[src/rtl/prog_clk_divider_pkg.sv]
// Shared types and constants for the programmable clock divider.
package clkdiv_pkg;

  typedef enum logic [1:0] {
    IDLE     = 2'd0,
    RUN      = 2'd1,
    STOPPING = 2'd2
  } state_e;

  localparam int unsigned MIN_DIV = 2;

endpackage

[src/rtl/prog_clk_divider_if.sv]
// Control/status bundle between the divider and its user.
interface prog_clk_divider_if #(
  parameter int WIDTH = 8
);

  logic             en;
  logic [WIDTH-1:0] div_val;
  logic             div_load;
  logic             clkout;
  logic             tick;
  logic [WIDTH-1:0] div_cur;
  logic             busy;
  logic             err;

  modport master (
    output en, div_val, div_load,
    input  clkout, tick, div_cur, busy, err
  );

  modport slave (
    input  en, div_val, div_load,
    output clkout, tick, div_cur, busy, err
  );

endinterface

[src/rtl/prog_clk_divider.sv]
// Synchronous integer clock divider (N = 2 .. 2^WIDTH-1), near-50% duty,
// runtime divisor reload at period boundaries and graceful stop.
module prog_clk_divider
  import clkdiv_pkg::*;
#(
  parameter int WIDTH       = 8,
  parameter int DEFAULT_DIV = 16
) (
  input  logic           clk,
  input  logic           rst,
  prog_clk_divider_if.slave bus
);

  state_e           state_q, state_d;
  logic [WIDTH-1:0] k_q, k_d;
  logic [WIDTH-1:0] div_cur_q, div_cur_d;
  logic [WIDTH-1:0] pend_q, pend_d;
  logic             pend_vld_q, pend_vld_d;
  logic             err_q, err_d;
  logic             clkout_q, clkout_d;
  logic             tick_q, tick_d;
  logic             wrap;
  logic             legal;
  logic [WIDTH:0]   half_d;

  assign wrap  = (state_q != IDLE) && (k_q == div_cur_q - WIDTH'(1));
  assign legal = (bus.div_val >= WIDTH'(MIN_DIV));

  // Shadow divisor: a legal load at a wrap overrides any pending value.
  always_comb begin
    div_cur_d  = div_cur_q;
    pend_d     = pend_q;
    pend_vld_d = pend_vld_q;
    err_d      = err_q;
    if (wrap && pend_vld_q) begin
      div_cur_d  = pend_q;
      pend_vld_d = 1'b0;
    end
    if (bus.div_load) begin
      if (!legal) begin
        err_d = 1'b1;
      end else if (state_q == IDLE || wrap) begin
        div_cur_d  = bus.div_val;
        pend_vld_d = 1'b0;
      end else begin
        pend_d     = bus.div_val;
        pend_vld_d = 1'b1;
      end
    end
  end

  always_comb begin
    state_d = state_q;
    unique case (state_q)
      IDLE:     if (bus.en) state_d = RUN;
      RUN:      if (wrap) state_d = bus.en ? RUN : IDLE;
                else if (!bus.en) state_d = STOPPING;
      STOPPING: if (wrap) state_d = bus.en ? RUN : IDLE;
                else if (bus.en) state_d = RUN;
      default:  state_d = IDLE;
    endcase
  end

  // Outputs are derived from the next state so they register alongside it.
  always_comb begin
    k_d      = (state_q == IDLE || wrap) ? '0 : k_q + WIDTH'(1);
    half_d   = ({1'b0, div_cur_d} + (WIDTH+1)'(1)) >> 1;
    clkout_d = (state_d != IDLE) && ({1'b0, k_d} < half_d);
    tick_d   = (state_d != IDLE) && (k_d == div_cur_d - WIDTH'(1));
  end

  always_ff @(posedge clk or negedge rst) begin
    if (!rst) begin
      state_q    <= IDLE;
      k_q        <= '0;
      div_cur_q  <= WIDTH'(DEFAULT_DIV);
      pend_q     <= '0;
      pend_vld_q <= 1'b0;
      err_q      <= 1'b0;
      clkout_q   <= 1'b0;
      tick_q     <= 1'b0;
    end else begin
      state_q    <= state_d;
      k_q        <= k_d;
      div_cur_q  <= div_cur_d;
      pend_q     <= pend_d;
      pend_vld_q <= pend_vld_d;
      err_q      <= err_d;
      clkout_q   <= clkout_d;
      tick_q     <= tick_d;
    end
  end

  assign bus.clkout  = clkout_q;
  assign bus.tick    = tick_q;
  assign bus.div_cur = div_cur_q;
  assign bus.busy    = (state_q != IDLE);
  assign bus.err     = err_q;

endmodule

[src/flat_wrapper.sv]
// flat-port wrapper written by rule: the top's interface ports become plain ports
module prog_clk_divider_flat import clkdiv_pkg::*;
#(
  parameter int WIDTH       = 8,
  parameter int DEFAULT_DIV = 16
)
  (clk, rst, bus_en, bus_div_val, bus_div_load, bus_clkout, bus_tick, bus_div_cur, bus_busy, bus_err);
  prog_clk_divider_if #(.WIDTH(WIDTH)) bus_i ();
  input  logic clk;
  input  logic rst;
  input wire logic [$bits(bus_i.en)-1:0] bus_en;
  input wire logic [$bits(bus_i.div_val)-1:0] bus_div_val;
  input wire logic [$bits(bus_i.div_load)-1:0] bus_div_load;
  output wire logic [$bits(bus_i.clkout)-1:0] bus_clkout;
  output wire logic [$bits(bus_i.tick)-1:0] bus_tick;
  output wire logic [$bits(bus_i.div_cur)-1:0] bus_div_cur;
  output wire logic [$bits(bus_i.busy)-1:0] bus_busy;
  output wire logic [$bits(bus_i.err)-1:0] bus_err;
  assign bus_i.en = bus_en;
  assign bus_i.div_val = bus_div_val;
  assign bus_i.div_load = bus_div_load;
  assign bus_clkout = bus_i.clkout;
  assign bus_tick = bus_i.tick;
  assign bus_div_cur = bus_i.div_cur;
  assign bus_busy = bus_i.busy;
  assign bus_err = bus_i.err;
  prog_clk_divider #(.WIDTH(WIDTH), .DEFAULT_DIV(DEFAULT_DIV)) u_core (.clk(clk), .rst(rst), .bus(bus_i));
endmodule
[config.mk]
export PLATFORM = sky130hd
export DESIGN_NAME = prog_clk_divider_flat
export DESIGN_NICKNAME = d
export VERILOG_FILES = /design/src/rtl/prog_clk_divider_pkg.sv /design/src/rtl/prog_clk_divider_if.sv /design/src/rtl/prog_clk_divider.sv /design/src/flat_wrapper.sv
export SDC_FILE = /design/constraint.sdc
export NUM_CORES = 1
export LEC_CHECK = 0
export ABC_AREA = 1
export CAP_MARGIN = 5
export CORE_UTILIZATION = 45
export CTS_CLUSTER_DIAMETER = 200
export DETAILED_ROUTE_END_ITERATION = 12
export PLACE_DENSITY = 0.66
export SYNTH_ARGS = -nofsm -noshare
export SYNTH_HDL_FRONTEND = slang
export SYNTH_SLANG_ARGS = --single-unit
[constraint.sdc]
create_clock -name clk -period 7.95 [get_ports clk]
set_input_delay 0.795 -clock clk [delete_from_list [all_inputs] [get_ports clk]]
set_output_delay 0.795 -clock clk [all_outputs]
set_load 0.005 [all_outputs]
==> impl_metrics.py, run 1 <==
metrics = {
    "finish": {
        "multiInputGateArea_mm2": 0.00159,
        "antennaDiodeCount": 0,
        "num-nets-final": 434,
        "drive_gt1_frac": 0.121,
        "seq_area_um2": 752,
        "area_growth_syn_to_layout_pct": 14.7,
        "fin_util": 0.538,
        "fill_cells": 563,
    },
    "die": {
        "initial_utilization": 0.469,
        "pin_count": 24,
        "die-area_mm2": 0.00608,
        "die_x_um": 78.0,
        "fp.coreArea_mm2": 0.00554,
        "num_rows": 27,
        "die_h_um": 78.0,
    },
    "sta": {
        "hold_viol": 0,
        "fin_ws_ns": 3.82,
        "fin_crit_sh": 0.519,
        "finalSetupViolations": 0,
        "relSlewSlack": 0.451,
        "fin_crit_ns": 4.13,
        "finalMaxSlewViolations": 0,
        "final.setup.tns_ns": 0,
        "max_freq_ghz": 0.242,
        "fin_skew_ns": 0.00699,
        "tightest_slew_ns": 0.820,
        "rsz0062_at_grt": "no",
    },
    "place": {
        "portBuffers": 23,
        "routabilityCongestion": 0.933,
        "post-place-ws_ns": 3.61,
        "dp_hpwl_um": 5110,
    },
    "detailed_routing": {
        "drt-met1-wl_um": 3000,
        "wl_per_cell_um": 13.6,
        "maxUsedRoutingLayer": "met4",
        "drt_pre_antenna_iters": 5,
        "finalWirelength_um": 6600,
        "met3_length_um": 402,
        "viasPerCell": 5.25,
        "drc": 0,
        "detail-route-antenna-nets": 0,
        "dr.first_iter.drc_count": 232,
        "dr_wl_met2_um": 3070,
        "vias": 2539,
    },
    "global_route": {
        "antenna_found_initial": 0,
        "grt_pass1_vias": 2417,
        "grt.total_usage": 0.240,
        "overflow": 0,
        "grt_max_degree": 31,
        "grt_pass1_wl_um": 11300,
    },
    "cts": {
        "clock-sinks": 30,
        "cts_hold_buf": 0,
        "cts.clk_slew.worst_paths_ns": 0.07,
        "cts_buffers": 5,
        "cts_setup_buffers": 0,
        "cts_tree": "done",
        "cts-root-buf": "clkbuf_8",
        "clk_latency_ns": 0.29,
        "clockBufferDepth": 2,
        "cts_resized": 0,
        "cts_max_level": 2,
    },
    "yosys": {
        "synthesis.nets": 411,
        "yosysWarnings": 0,
        "ys_ff_latch": 30,
        "async_reset_ff_frac": 1.00,
        "synth_most_common_cell": "nand2_1",
        "synth_edf_count": 0,
        "syn_area_per_cell_um2": 6.69,
        "netlist_instances": 388,
        "synth_top_area_share": 0.279,
        "synthTopCellsByArea": "dfrtp_1, nand2_1, nand3_1",
        "synth_top_flop_cell": "dfrtp_1",
        "synthTopCellsByCount": "nand2_1, nand3_1, inv_1",
        "synth_cell_type_count": 38,
        "synth_top_area_cell": "dfrtp_1",
        "seq_area_frac_synth": 0.289,
        "synth_area_mm2": 0.00260,
    },
    "outcome": {
        "status": "finished clean",
    },
    "setup_path": {
        "endpoint": "u_core.bus.clkout",
        "r2r.worst_path.cells": 24,
        "reg2reg_to": "u_core.bus.clkout",
        "cp_max_fo": 13,
        "arrival_ns": 4.34,
        "startpoint": "bus_div_val[5]",
        "r2r-start": "u_core.bus.div_cur[1]",
        "required_ns": 8.17,
        "start_kind": "input pin",
        "cp-end-kind": "flop",
        "r2r_slack_ns": 4.04,
        "worstSetupPathType": "input pin to flop",
    },
    "power_and_ir_drop": {
        "ir_drop_mv": 0.125,
        "powerDensity_mw_per_mm2": 253,
        "p_leak_uw": 0.00154,
    },
    "hold_path": {
        "hold_path_class": "flop to flop",
        "min_path_cells": 1,
    },
    "flow_run": {
        "maxCapViolCount": 0,
    },
}
-- where the power goes --
group / leakage (µW) / switching [µW] / internal [µW]
logic: 0.00111 / 233 / 142
registers: 0.000375 / 41.7 / 184
clock network: 0.0000579 / 62.4 / 92.2
-- layer usage --
layer  track usage  up-vias
li1              -     1281
met1         0.322     1163
met2         0.395       84
met3        0.0329       11
met4        0.0815        0
met5             0        -
-- placed cells by master, fill, tap and decap left out, types with 4 or more instances in the layout --
cell type and count:
nand2_1 118, nand3_1 48, inv_1 47, nor2_1 33, dfrtp_1 29, clkdlybuf4s50_1 23
ha_1 11, xor2_1 10, o21ai_0 10, nand2_2 9, a21oi_1 8, nor2_2 7
nand4_1 6, nand3_2 6, clkbuf_8 5, inv_2 4, nor3_1 4
-- sequential cells by signal (all words and copies together) (netlist names) --
name                count
u_core.bus.clkout       1
u_core.state_q          2
u_core.pend_vld_q       1
u_core.bus.err          1
u_core.bus.div_cur      8
u_core.k_q              8
u_core.pend_q           8
u_core.bus.tick         1
-- kinds of logic (layout without fill, tap and decap cells) --
logic type,Yosys count,in the layout,share of synthesized area
adders and majority gates,11,11,0.0530
and+or+nand+nor,246,246,0.454
muxes,1,1,0.00433
buffers and inverters,61,85,0.0973
xor gates and xnor gates,13,13,0.0438
DFF,30,30,0.290
AOI/OAI and AO/OA,26,26,0.0583
-- final cells by class --
cell class,instances,share of cell area
clock inverters,3,0.0134
inverters,53,0.0668
repair buffers,24,0.0798
clock buffers,5,0.0231
flip-flops and latches,30,0.252
multi-input cells,297,0.534
well taps,72,0.0302
-- critical path, stage by stage --
cell	delay, ns
clkdlybuf4s50_1	0.49
inv_1	0.08
nand4_1	0.10
nor4_1	0.07
nor2_1	0.63
nand2_2	0.35
nand3_2	0.16
nand2_2	0.10
inv_1	0.09
ha_1	0.15
inv_1	0.08
nor3_4	0.21
nand2_1	0.08
nor2_2	0.13
xor2_1	0.17
ha_1	0.26
a21oi_1	0.16
o211ai_1	0.10
a21oi_1	0.13
-- how the worst min path moves through the flow --
stage                        start             end
floorplan           u_core.bus.err  u_core.bus.err
global placement    u_core.bus.err  u_core.bus.err
detailed placement  u_core.bus.err  u_core.bus.err
CTS                 u_core.bus.err  u_core.bus.err
global route        u_core.bus.err  u_core.bus.err
finish              u_core.bus.err  u_core.bus.err
-- metrics by stage --
stage / cell area (µm²) / instances / power [µW] / hold slack (ns)
after detailed placement: 2870 / 476 / 599 / 0.451
after CTS: 2980 / 484 / 755 / 0.464
final: 2980 / 484 / 754 / 0.462
after global placement: 2870 / 476 / 593 / 0.455
after floorplan: 2600 / 388 / 491 / 0.451
after global routing: 2980 / 484 / 826 / 0.499
Power figures use the tool's default switching activity.
==> run 2, diff against run 1 <==
==> constraint.sdc (replaced) <==
create_clock -name clk -period 3.9 [get_ports clk]
set_input_delay 0.39 -clock clk [delete_from_list [all_inputs] [get_ports clk]]
set_output_delay 0.39 -clock clk [all_outputs]
set_load 0.005 [all_outputs]
==> run 2 against run 1 <==
Sequential power up 100%. Non-clock buffer count up 5. Routed wire length up 0.52%. Critical path type is now flop to flop. Highest routed layer unchanged. Utilization up 0.54 points. Global-route usage up 0.48 points. Worst setup slack worse by 3.4 ns. Combinational power up 110%. Cell count up 1.0%. Register-to-register slack worse by 3.7 ns.
==> impl_metrics.py, run 2 (same netlist as run 1, synthesis figures left out) <==
metrics = {
    "cts": {
        "cts_max_level": 2,
        "cts_hold_buf": 0,
        "cts_buffers": 5,
        "clockBufferDepth": 2,
        "clock-sinks": 30,
        "cts.clk_slew.worst_paths_ns": 0.07,
        "cts-root-buf": "clkbuf_8",
        "clk_latency_ns": 0.29,
        "cts_tree": "done",
    },
    "sta": {
        "fin_skew_ns": 0.00519,
        "max_freq_ghz": 0.284,
        "hold_viol": 0,
        "finalMaxSlewViolations": 0,
        "fin_hold_ws_ns": 0.493,
        "rsz0062_at_grt": "no",
        "fin_ws_ns": 0.382,
        "fin_crit_ns": 3.52,
        "relSlewSlack": 0.642,
        "tightest_slew_ns": 0.533,
        "fin_crit_sh": 0.902,
        "final.setup.tns_ns": 0,
        "finalSetupViolations": 0,
    },
    "detailed_routing": {
        "viasPerCell": 5.12,
        "wl_per_cell_um": 13.6,
        "vias": 2503,
        "drc": 0,
        "dr.first_iter.drc_count": 151,
        "detail-route-antenna-nets": 0,
        "drt_pre_antenna_iters": 5,
        "finalWirelength_um": 6630,
    },
    "setup_path": {
        "required_ns": 4.12,
        "r2r_slack_ns": 0.38,
        "cp-end-kind": "flop",
        "arrival_ns": 3.74,
        "reg2reg_to": "u_core.bus.clkout",
        "start_kind": "flop",
        "worstSetupPathType": "flop to flop",
        "cp_max_fo": 8,
        "r2r-start": "u_core.bus.div_cur[0]",
        "r2r.worst_path.cells": 23,
    },
    "finish": {
        "antennaDiodeCount": 0,
        "seq_area_um2": 753,
        "fill_cells": 555,
        "multiInputGateArea_mm2": 0.00160,
        "num-nets-final": 439,
        "mostFrequentLayoutCells": "nand2_1, nand3_1, inv_1, nor2_1, dfrtp_1",
        "drive_gt1_frac": 0.139,
        "area_growth_syn_to_layout_pct": 15.9,
        "fin_util": 0.543,
        "final_common_cell": "nand2_1",
    },
    "die": {
        "die_x_um": 78.0,
        "die-area_mm2": 0.00608,
        "initial_utilization": 0.469,
        "num_rows": 27,
        "fp.coreArea_mm2": 0.00554,
        "die_h_um": 78.0,
        "pin_count": 24,
    },
    "power_and_ir_drop": {
        "powerDensity_mw_per_mm2": 500,
        "p_total_uw": 1510,
        "p_leak_uw": 0.00155,
        "ir_drop_mv": 0.334,
    },
    "outcome": {
        "status": "finished clean",
    },
    "place": {
        "post-place-ws_ns": 0.281,
        "portBuffers": 23,
        "dp_hpwl_um": 5400,
        "routabilityCongestion": 0.916,
    },
    "global_route": {
        "grt_pass1_wl_um": 11300,
        "grt.total_usage": 0.244,
        "overflow": 0,
        "antenna_found_initial": 0,
        "grt_max_degree": 31,
        "grt_pass1_vias": 2426,
    },
    "hold_path": {
        "hold_path_class": "input pin to asynchronous set/reset pin",
    },
    "flow_run": {
        "maxCapViolCount": 0,
    },
}
-- run 2: cell count changes in the layout (fill, tap and decap cells not counted), sizes merged --
cell      before  now
buf            1    6
bufinv         1    0
clkbuf         5    6
clkinv         4    3
clkinvlp       0    1
-- run 2: timing repair --
action / 4_1_cts / 5_1_grt
setup buffers: 0 / 0
hold endpoints to repair: 0 / 0
endpoints found under the setup margin: 0 / 1
resized for setup: 0 / 3
-- run 2: how the worst max path moves through the flow --
| stage | startpoint | slack [ns] | end |
|---|---|---|---|
| detailed placement | bus_div_val[4] | 0.28 | u_core.bus.clkout |
| global route | u_core.bus.div_cur[0] | 0.02 | u_core.bus.clkout |
| global placement | bus_div_val[4] | 0.29 | u_core.bus.clkout |
| finish | u_core.bus.div_cur[0] | 0.38 | u_core.bus.clkout |
| floorplan | u_core.bus.div_cur[0] | 0.70 | u_core.bus.clkout |
| CTS | u_core.bus.div_cur[1] | 0.34 | u_core.bus.clkout |
-- run 2: critical path, cell delays in order (launching register included) --
cell      delay (ns)
dfrtp_1         0.40
inv_2           0.14
ha_2            0.30
nand2_1         0.06
nand2_1         0.06
nor2_2          0.11
nand3_1         0.10
nor2_1          0.12
nand3_1         0.13
nor2_4          0.22
nand4_1         0.15
nand3_2         0.12
nand2_2         0.08
inv_1           0.08
ha_1            0.14
inv_1           0.07
nor3_4          0.20
nand2_1         0.08
nor2_2          0.13
xor2_1          0.16
ha_1            0.26
a21oi_1         0.13
o211ai_1        0.09
a21oi_1         0.13
-- run 2: through the flow --
stage / cells / area [µm²]
2_1_floorplan: 388 / 2600
3_3_place_gp: 481 / 2910
3_5_place_dp: 481 / 2910
4_1_cts: 489 / 3000
5_1_grt: 489 / 3010
6_report: 489 / 3010
-- run 2: per-layer routing --
metal | part of all wire | global-route usage | up-vias
li1 | - | - | 1289
met5 | 0 | 0 | -
met2 | 0.48 | 0.419 | 47
met4 | 0.018 | 0.0907 | 0
met3 | 0.035 | 0.0376 | 11
met1 | 0.47 | 0.309 | 1156
-- run 2: layout make-up --
type | count | area share
clock buffers | 6 | 0.0274
clock inverters | 2 | 0.00416
inverters | 53 | 0.0661
multi-input cells | 297 | 0.531
flip-flops and latches | 30 | 0.250
well taps | 72 | 0.0299
repair buffers | 29 | 0.0914
-- run 2: power breakdown --
part	leakage, µW	switching (µW)	internal, µW
logic	0.00113	475	298
clock network	0.0000472	130	142
registers	0.000374	85.8	375
total	0.00155	691	815
==> run 3, diff against run 2 <==
--- a/config.mk
+++ b/config.mk
@@ -10,7 +10,7 @@
 export CORE_UTILIZATION = 45
 export CTS_CLUSTER_DIAMETER = 200
 export DETAILED_ROUTE_END_ITERATION = 12
-export PLACE_DENSITY = 0.66
+export SKIP_CTS_REPAIR_TIMING = 1
 export SYNTH_ARGS = -nofsm -noshare
 export SYNTH_HDL_FRONTEND = slang
 export SYNTH_SLANG_ARGS = --single-unit
==> run 3 against run 2 <==
Critical path depth rose by 3. Cell count did not move. Non-clock buffer count did not move. Sequential power barely moved. Clock power rose by 17%. Fmax fell by 2.0%. Via count fell by 0.80%. Critical path type unchanged. Highest routed layer unchanged.
==> impl_metrics.py, run 3 (same netlist as run 1, synthesis figures left out) <==
metrics = {
    "finish": {
        "antennaDiodeCount": 0,
        "stdcell_area_mm2": 0.00303,
        "mostFrequentLayoutCells": "nand2_1, nand3_1, inv_1, nor2_1, dfrtp_1",
        "final_common_cell": "nand2_1",
        "area_growth_syn_to_layout_pct": 16.5,
        "fin_util": 0.546,
        "fin_cells": 489,
        "drive_gt1_frac": 0.134,
        "num-nets-final": 439,
    },
    "detailed_routing": {
        "vias": 2483,
        "drt_pre_antenna_iters": 4,
        "dr.first_iter.drc_count": 96,
        "met3_length_um": 229,
        "drc": 0,
        "finalWirelength_um": 6840,
        "wl_per_cell_um": 14.0,
        "dr_wl_met2_um": 3220,
        "maxUsedRoutingLayer": "met4",
        "viasPerCell": 5.08,
        "drt-met1-wl_um": 3240,
        "detail-route-antenna-nets": 0,
    },
    "sta": {
        "fin_crit_sh": 0.920,
        "tightest_slew_ns": 0.540,
        "fin_skew_ns": 0.00791,
        "final.setup.tns_ns": 0,
        "max_freq_ghz": 0.279,
        "finalMaxSlewViolations": 0,
        "hold_viol": 0,
        "rsz0062_at_grt": "no",
        "finalSetupViolations": 0,
        "fin_crit_ns": 3.59,
        "relSlewSlack": 0.637,
    },
    "die": {
        "die_x_um": 78.0,
        "die-area_mm2": 0.00608,
        "initial_utilization": 0.469,
        "num_rows": 27,
        "die_h_um": 78.0,
        "fp.coreArea_mm2": 0.00554,
        "pin_count": 24,
    },
    "hold_path": {
        "hp-start": "u_core.bus.err",
        "hold_path_class": "flop to flop",
        "min_path_cells": 1,
    },
    "power_and_ir_drop": {
        "p_total_uw": 1560,
        "power_frac_seq": 0.297,
        "sw_frac_of_total": 0.447,
        "p_sw_uw": 696,
        "powerDensity_mw_per_mm2": 514,
        "ir_drop_mv": 0.201,
        "power.clock.fraction": 0.204,
        "internal_power_uw": 860,
        "p_leak_uw": 0.00157,
        "combPwrFrac": 0.499,
    },
    "cts": {
        "cts-root-buf": "clkbuf_8",
        "clockBufferDepth": 2,
        "cts_tree": "done",
        "cts.clk_slew.worst_paths_ns": 0.07,
        "cts_max_level": 2,
        "clk_latency_ns": 0.29,
        "cts_buffers": 5,
        "clock-sinks": 30,
    },
    "setup_path": {
        "r2r-start": "u_core.bus.div_cur[1]",
        "arrival_ns": 3.80,
        "worstSetupPathType": "flop to flop",
        "start_kind": "flop",
        "required_ns": 4.11,
        "cp_max_fo": 5,
        "r2r.worst_path.cells": 26,
        "startpoint": "u_core.bus.div_cur[1]",
        "cp-end-kind": "flop",
    },
    "place": {
        "routabilityCongestion": 0.912,
        "placed_area_mm2": 0.00290,
        "portBuffers": 23,
        "dpl.cell_count": 480,
        "dp_hpwl_um": 5510,
    },
    "flow_run": {
        "maxCapViolCount": 0,
    },
    "global_route": {
        "grt_max_degree": 31,
        "overflow": 0,
        "grt.total_usage": 0.252,
        "grt_pass1_vias": 2557,
        "grt_pass1_wl_um": 11900,
        "antenna_found_initial": 0,
    },
    "outcome": {
        "status": "finished clean",
    },
}
run 3: cell types whose count changed in the layout (fill, tap and decap cells not counted), sizes merged:
cell      previous run  this run
clkbuf               6         5
bufinv               0         1
clkinv               3         4
clkinvlp             1         0
run 3: stage by stage:
stage / hold slack (ns) / setup slack (ns)
global route: 0.503 / 0.0256
detailed placement: 0.454 / 0.335
floorplan: 0.0944 / 0.704
finish: 0.485 / 0.310
CTS: 0.483 / 0.289
global placement: 0.440 / 0.346
run 3: path summary, 6_finish.rpt:
kind                                               to  slack (ns)
worst max-delay path                u_core.bus.clkout        0.31
worst min-delay path                   u_core.bus.err        0.48
worst max register to register      u_core.bus.clkout        0.31
worst min register to register         u_core.bus.err        0.48
max in group asynchronous       u_core.bus.div_cur[4]        3.08
min in group asynchronous            u_core.pend_q[7]        0.49
run 3: layout make-up:
| class | instances | area (µm²) |
|---|---|---|
| clock inverters | 3 | 40.0 |
| inverters | 53 | 199 |
| clock buffers | 5 | 68.8 |
| multi-input cells | 297 | 1600 |
| flip-flops and latches | 30 | 752 |
| repair buffers | 29 | 275 |
| well taps | 72 | 90.1 |
| fillers | 601 | 2510 |
run 3: power by group through the flow:
stage	logic, µW	clock network [µW]	registers (µW)
after floorplan	566	0	436
after global placement	768	0	466
after detailed placement	774	0	466
after CTS	779	324	460
after global routing	884	339	472
final	777	317	462
run 3: metal layers:
metal	track usage	vias up
li1	-	1289
met1	0.313	1141
met2	0.423	41
met3	0.0541	12
met4	0.102	0
met5	0	-
run 3: worst max-delay path: stages (launching register included):
cell	delay, ns
dfrtp_1	0.41
inv_1	0.09
ha_2	0.34
inv_1	0.04
nand2_1	0.05
nand2_1	0.04
nor2_1	0.14
nand3_1	0.11
nor2_1	0.11
nand3_1	0.12
nor2_4	0.15
buf_4	0.15
nand3_2	0.11
nand2_1	0.11
nand3_2	0.06
nand2_2	0.11
inv_1	0.07
ha_1	0.18
inv_1	0.12
nor3_4	0.06
nand2_1	0.07
nor2_2	0.05
xor2_1	0.15
ha_1	0.29
a21oi_1	0.14
o211ai_1	0.10
a21oi_1	0.14
